File: src/rtl/blinker_pkg.sv
// Shared types for the blinker bank: channel mode encoding, channel configuration
// record and the tap clamp helper used when a configuration is written.
package blinker_pkg;

  localparam int MAX_CNT_W = 32;
  localparam int TAP_IDX_W = 5;

  typedef enum logic [1:0] {
    MODE_OFF   = 2'd0,
    MODE_ON    = 2'd1,
    MODE_BLINK = 2'd2,
    MODE_PULSE = 2'd3
  } mode_e;

  // Offset is held zero-extended to the widest counter; tap is already clamped.
  typedef struct packed {
    mode_e                  mode;
    logic [TAP_IDX_W-1:0]   tap;
    logic [MAX_CNT_W-1:0]   offset;
  } chan_cfg_t;

  function automatic logic [TAP_IDX_W-1:0] clamp_tap(input logic [31:0] tap_raw,
                                                     input int cnt_w);
    if (tap_raw > 32'(cnt_w - 1)) return TAP_IDX_W'(cnt_w - 1);
    return tap_raw[TAP_IDX_W-1:0];
  endfunction

endpackage

File: src/rtl/blinker_channel.sv
// One blink channel: configuration register, phase-offset adder, tap select,
// rising-edge detector for PULSE and the registered output.
module blinker_channel
  import blinker_pkg::*;
#(
  parameter int CNT_W = 16
) (
  input  logic             clk,
  input  logic             rst,
  input  logic             wr_en,
  input  chan_cfg_t        wr_cfg,
  input  logic [CNT_W-1:0] count,
  output logic             out
);

  chan_cfg_t            cfg_q;
  logic                 written_q;
  logic                 prev_tap;
  logic                 out_q;
  logic                 tap_bit;
  logic                 out_d;
  logic [MAX_CNT_W-1:0] shifted;

  // Low CNT_W bits of the wide sum equal (count + offset) mod 2^CNT_W, and the
  // clamped tap never reaches above them.
  always_comb begin
    shifted = MAX_CNT_W'(count) + cfg_q.offset;
    tap_bit = shifted[cfg_q.tap];
  end

  // NOTE: out_d gets a default before the case so no path leaves it unassigned
  // and no latch is inferred.
  always_comb begin
    out_d = 1'b0;
    case (cfg_q.mode)
      MODE_OFF:   out_d = 1'b0;
      MODE_ON:    out_d = 1'b1;
      MODE_BLINK: out_d = tap_bit;
      MODE_PULSE: out_d = tap_bit & ~prev_tap & ~written_q;
      default:    out_d = 1'b0;
    endcase
  end

  // NOTE: all state uses non-blocking assignments so every register samples
  // pre-edge values, regardless of statement order.
  always_ff @(posedge clk) begin
    if (rst) begin
      cfg_q     <= '{mode: MODE_OFF, tap: '0, offset: '0};
      written_q <= 1'b0;
      prev_tap  <= 1'b0;
      out_q     <= 1'b0;
    end else begin
      // prev_tap always follows the live tap bit, so after a reconfiguration it
      // reloads from the new settings while written_q masks the pulse.
      prev_tap  <= tap_bit;
      out_q     <= out_d;
      written_q <= wr_en;
      if (wr_en) cfg_q <= wr_cfg;
    end
  end

  assign out = out_q;

endmodule

File: src/rtl/blinker_bank.sv
// Bank of NCH blink channels sharing one free-running counter, with a simple
// always-ready write port for per-channel mode, tap and phase offset.
module blinker_bank
  import blinker_pkg::*;
#(
  parameter  int NCH   = 4,
  parameter  int CNT_W = 16,
  parameter  int TAP_W = 5,
  localparam int CH_W  = (NCH > 1) ? $clog2(NCH) : 1
) (
  input  logic             clk,
  input  logic             rst,
  input  logic             en,
  input  logic             sync,
  input  logic             wr_valid,
  output logic             wr_ready,
  input  logic [CH_W-1:0]  wr_ch,
  input  logic [1:0]       wr_mode,
  input  logic [TAP_W-1:0] wr_tap,
  input  logic [CNT_W-1:0] wr_offset,
  output logic [CNT_W-1:0] count,
  output logic [NCH-1:0]   blink_out
);

  logic [CNT_W-1:0] count_q;
  logic             wr_fire;
  chan_cfg_t        wr_cfg;

  assign wr_ready = ~rst;
  assign wr_fire  = wr_valid & wr_ready;

  always_comb begin
    wr_cfg.mode   = mode_e'(wr_mode);
    wr_cfg.tap    = clamp_tap(32'(wr_tap), CNT_W);
    wr_cfg.offset = MAX_CNT_W'(wr_offset);
  end

  // sync outranks en; both are overridden by reset.
  always_ff @(posedge clk) begin
    if (rst)       count_q <= '0;
    else if (sync) count_q <= '0;
    else if (en)   count_q <= count_q + CNT_W'(1);
  end

  assign count = count_q;

  for (genvar c = 0; c < NCH; c++) begin : g_ch
    logic hit;
    // Channel numbers at or beyond NCH match no instance and are dropped.
    assign hit = wr_fire & (int'(wr_ch) == c);

    blinker_channel #(
      .CNT_W (CNT_W)
    ) u_channel (
      .clk    (clk),
      .rst    (rst),
      .wr_en  (hit),
      .wr_cfg (wr_cfg),
      .count  (count_q),
      .out    (blink_out[c])
    );
  end

endmodule

File: config.mk
export PLATFORM = sky130hd
export DESIGN_NAME = blinker_bank
export DESIGN_NICKNAME = d
export VERILOG_FILES = /design/src/rtl/blinker_pkg.sv /design/src/rtl/blinker_channel.sv /design/src/rtl/blinker_bank.sv
export SDC_FILE = /design/constraint.sdc
export NUM_CORES = 1
export LEC_CHECK = 0
export ABC_AREA = 0
export CORE_UTILIZATION = 55
export CTS_BUF_LIST = sky130_fd_sc_hd__clkbuf_4 sky130_fd_sc_hd__clkbuf_8 sky130_fd_sc_hd__clkbuf_16
export DETAILED_ROUTE_END_ITERATION = 8
export HOLD_SLACK_MARGIN = 0.06
export PLACE_DENSITY = 0.82
export SETUP_SLACK_MARGIN = 0.5
export SYNTH_ARGS = -nofsm -noshare
export SYNTH_HDL_FRONTEND = slang
export SYNTH_SLANG_ARGS = --single-unit
File: constraint.sdc
create_clock -name clk -period 4.27 [get_ports clk]
set_input_delay 0.854 -clock clk [delete_from_list [all_inputs] [get_ports clk]]
set_output_delay 0.854 -clock clk [all_outputs]
set_load 0.05 [all_outputs]
==> run_results.csv <==
group,metric,value,unit
run_status,outcome,"finished clean",
clocking,clock_insertion_delay_at_the_later_pin_of_the_skew_report,0.43,ns
synthesis,post_synth_num_cell_types,77,
clocking,cts_tree,"yes",
place,port_buffers,50,
flow_run,cap_violations,0,
final_layout,fillCellCount,1176,
final_layout,num_antenna_cells,0,
synthesis,synth_area_leader_cell,"sky130_fd_sc_hd__dfxtp_1",
synthesis,synth_cells,1041,
floorplan,dieArea,15000,µm²
synthesis,synthesis.area,7990,µm²
routing,routed-via-count,7990,
place,placement.setup.worst_slack,0.908,ns
synthesis,yosys_register_bits,120,
synthesis,synth.area.top_cells,"sky130_fd_sc_hd__dfxtp_1, sky130_fd_sc_hd__ha_1, sky130_fd_sc_hd__nand2_1",
routing,viasPerCell,6.37,
hold_path,hold-path-cell-count,2,
worst_setup_path,r2r_cells,10,
sta,crit_path_time_final,3.44,ns
routing,detail_route.iter0.violations,732,
power_and_ir_drop,combPwrFrac,0.075,
final_layout,syn2layout_area_growth,14.4,%
sta,rsz0062_at_grt,"false",
power_and_ir_drop,p_switching,0.715,mW
final_layout,fin_nets,1160,
synthesis,syn_avg_cell_area,7.67,µm²
power_and_ir_drop,post-layout-total-power,2.91,mW
hold_path,hold_end,"g_ch[3].u_channel.cfg_q[8]",
sta,timing_worst_slew_pin_value,0.901,ns
sta,max_slew_margin,0.400,
power_and_ir_drop,vdd_ir_drop_max,0.000269,V
worst_setup_path,timing.critical_path.to_type,"flip-flop",
clocking,cts_made_buffers,17,
floorplan,die_h,122,µm
global_route,grt_start_max_net_pins,80,
floorplan,coreArea,14000,µm²
power_and_ir_drop,pwr-share-clk,0.523,
global_route,grt_pass1_wl,37400,µm
routing,detail-route-antenna-nets,0,
worst_setup_path,critical_path_peak_fanout,12,
clocking,cts_htree_levels,4,
floorplan,rows,43,
power_and_ir_drop,seqPwrFrac,0.402,
synthesis,synth_top_area_share,0.301,
clocking,buffers_inserted_by_post_cts_timing_repair,0,
clocking,cts.sinks,120,
global_route,grt_antenna_before_repair,0,
global_route,vias_in_the_first_global_route,7462,
synthesis,synth-main-ff-cell,"sky130_fd_sc_hd__dfxtp_1",
clocking,cts-hold-fix-buffers,0,
sta,timing.final.ws_setup,0.830,ns
synthesis,synthesis.nets,1140,
floorplan,die_w,122,µm
place,globalplace.congestion,0.940,
floorplan,start_util,0.569,
global_route,grt_overflow,0,
synthesis,fraction_of_registers_with_async_set_reset,0,
power_and_ir_drop,p_int,2.20,mW
clocking,postCtsResizedCells,0,
sta,clock.fmax,0.291,GHz
sta,final-setup-viol-count,0,
worst_setup_path,crit-reg2reg-capture,"g_ch[1].u_channel.out",
worst_setup_path,setup.worst_path.start_class,"flip-flop",
sta,worst_clock_skew,0.00786,ns
hold_path,hold_start,"g_ch[3].u_channel.cfg_q[8]",
sta,fin_setup_tns,0,ns
worst_setup_path,critPathKind,"flip-flop to flip-flop",
hold_path,hold_path_class,"flip-flop to flip-flop",
routing,wire_per_inst,18.6,µm
power_and_ir_drop,p_leak,3.62,nW
routing,detailedRoute.firstPassIterationCount,5,
clocking,clk_pin_slew_worst_paths,0.06,ns
worst_setup_path,timing.critical_path.arrival,3.72,ns
routing,totalWireLength,23400,µm
synthesis,synth_sequential_area_ratio,0.301,
power_and_ir_drop,cellPowerDensity,319,nW/µm²
clocking,ctsRootBufferMaster,"sky130_fd_sc_hd__clkbuf_16",
routing,drt_drc_violations_left,0,
sta,timing_hold_violations_final,0,
global_route,gr-usage-all-layers,0.325,
final_layout,drive_above_1_share,0.0587,
worst_setup_path,reg2reg_start,"count[1]",
sta,report.final.slew_viol_count,0,
worst_setup_path,rrSetupSlack,0.83,ns
power_and_ir_drop,power_switching_share,0.245,
floorplan,design.portCount,51,
clocking,cts_max_path_buffers,2,
synthesis,synth_warnings,0,
place,detailed_place_hpwl,16600,µm
sta,fin_crit_sh,0.806,
synthesis,synth_edf_count,0,
worst_setup_path,critPathRequiredTime,4.55,ns
final cells by class:
cell class,instances,area (µm²),share of cell area
multi-input combinational,833,5220,0.571
timing repair buffer,55,536,0.0586
clock buffer,20,467,0.0511
tap,180,225,0.0247
sequential,120,2400,0.263
clock inverter,12,163,0.0178
inverter,34,128,0.0140
flip-flops by register name, indices dropped and copies added (netlist names):
name                      cells
count                        16
g_ch.u_channel.cfg_q         92
g_ch.u_channel.out            4
g_ch.u_channel.prev_tap       4
g_ch.u_channel.written_q      4
placed cells by master, fill, tap and decap left out, drive strengths merged, types with 17 or more instances in the layout:
cell / count
nor3: 17
a211oi: 30
a21oi: 135
o21ai: 37
xor2: 17
inv: 35
dfxtp: 120
nand3: 27
nor2: 78
nand2: 191
xnor2: 21
clkbuf: 20
ha: 65
clkdlybuf4s50: 49
stage by stage:
| step | cells | utilization | hold WS [ns] | cell area, µm² |
|---|---|---|---|---|
| after floorplan | 1041 | - | 0.439 | 7990 |
| after global placement | 1222 | 0.606 | 0.448 | 8510 |
| after detailed placement | 1222 | 0.606 | 0.453 | 8510 |
| after CTS | 1254 | 0.651 | 0.460 | 9140 |
| after global routing | 1254 | 0.651 | 0.473 | 9140 |
| final | 1254 | 0.651 | 0.457 | 9140 |
worst max path at each step:
stage / start / to / slack (ns) / cells after the start
after floorplan: count[1] / g_ch[1].u_channel.out / 1.01 / 10
after global placement: count[0] / g_ch[2].u_channel.out / 1.0 / 11
after detailed placement: count[1] / g_ch[1].u_channel.out / 0.91 / 10
after CTS: count[1] / g_ch[1].u_channel.out / 0.90 / 10
after global routing: count[1] / g_ch[1].u_channel.out / 0.56 / 10
final: count[1] / g_ch[1].u_channel.out / 0.83 / 10
metal layers:
layer | vias up | global-route usage | part of all wire
li1 | 3831 | - | -
met1 | 3770 | 0.387 | 0.41
met2 | 309 | 0.557 | 0.49
met3 | 80 | 0.0660 | 0.065
met4 | 0 | 0.155 | 0.034
met5 | - | 0 | 0
power groups by stage:
stage               logic (mW)  clock network, mW  registers (mW)
floorplan                0.136                  0            1.18
global placement         0.210                  0            1.19
detailed placement       0.212                  0            1.20
CTS                      0.214               1.53            1.17
global route             0.236               1.58            1.17
finish                   0.218               1.52            1.17
Yosys cell counts, types with 9 or more instances:
master and n:
sky130_fd_sc_hd__nand2_1 191, sky130_fd_sc_hd__a21oi_1 135, sky130_fd_sc_hd__dfxtp_1 120, sky130_fd_sc_hd__nor2_1 78, sky130_fd_sc_hd__ha_1 65, sky130_fd_sc_hd__clkbuf_1 37, sky130_fd_sc_hd__o21ai_0 37, sky130_fd_sc_hd__inv_1 30
sky130_fd_sc_hd__a211oi_1 28, sky130_fd_sc_hd__nand3_1 27, sky130_fd_sc_hd__xnor2_1 21, sky130_fd_sc_hd__nor3_1 17, sky130_fd_sc_hd__xor2_1 17, sky130_fd_sc_hd__a21o_1 14, sky130_fd_sc_hd__and3_1 13, sky130_fd_sc_hd__o211ai_1 13
sky130_fd_sc_hd__nand4_1 12, sky130_fd_sc_hd__a31oi_1 11, sky130_fd_sc_hd__nor4_1 9, sky130_fd_sc_hd__or3_1 9
worst max-delay path, stage by stage (launching register included):
cell	delay, ns
sky130_fd_sc_hd__dfxtp_1	0.74
sky130_fd_sc_hd__ha_1	0.34
sky130_fd_sc_hd__a211oi_1	0.37
sky130_fd_sc_hd__nor2_1	0.12
sky130_fd_sc_hd__xor2_1	0.17
sky130_fd_sc_hd__a31o_2	0.25
sky130_fd_sc_hd__a311o_1	0.27
sky130_fd_sc_hd__o31ai_1	0.50
sky130_fd_sc_hd__a2111oi_4	0.11
sky130_fd_sc_hd__a211oi_2	0.30
sky130_fd_sc_hd__o32ai_1	0.12
logic make-up (layout without fill, tap and decap cells):
logic type / count (synthesis) / count (layout) / share of synthesized area
AOI/OAI and AO/OA: 324 / 324 / 0.265
xor gates and xnor gates: 38 / 38 / 0.0417
adders and majority gates: 70 / 70 / 0.113
buffers and inverters: 88 / 121 / 0.0459
DFF: 120 / 120 / 0.301
muxes: 8 / 8 / 0.0118
and+or+nand+nor: 393 / 393 / 0.222
Note: power is estimated with default switching activity, not from simulation.
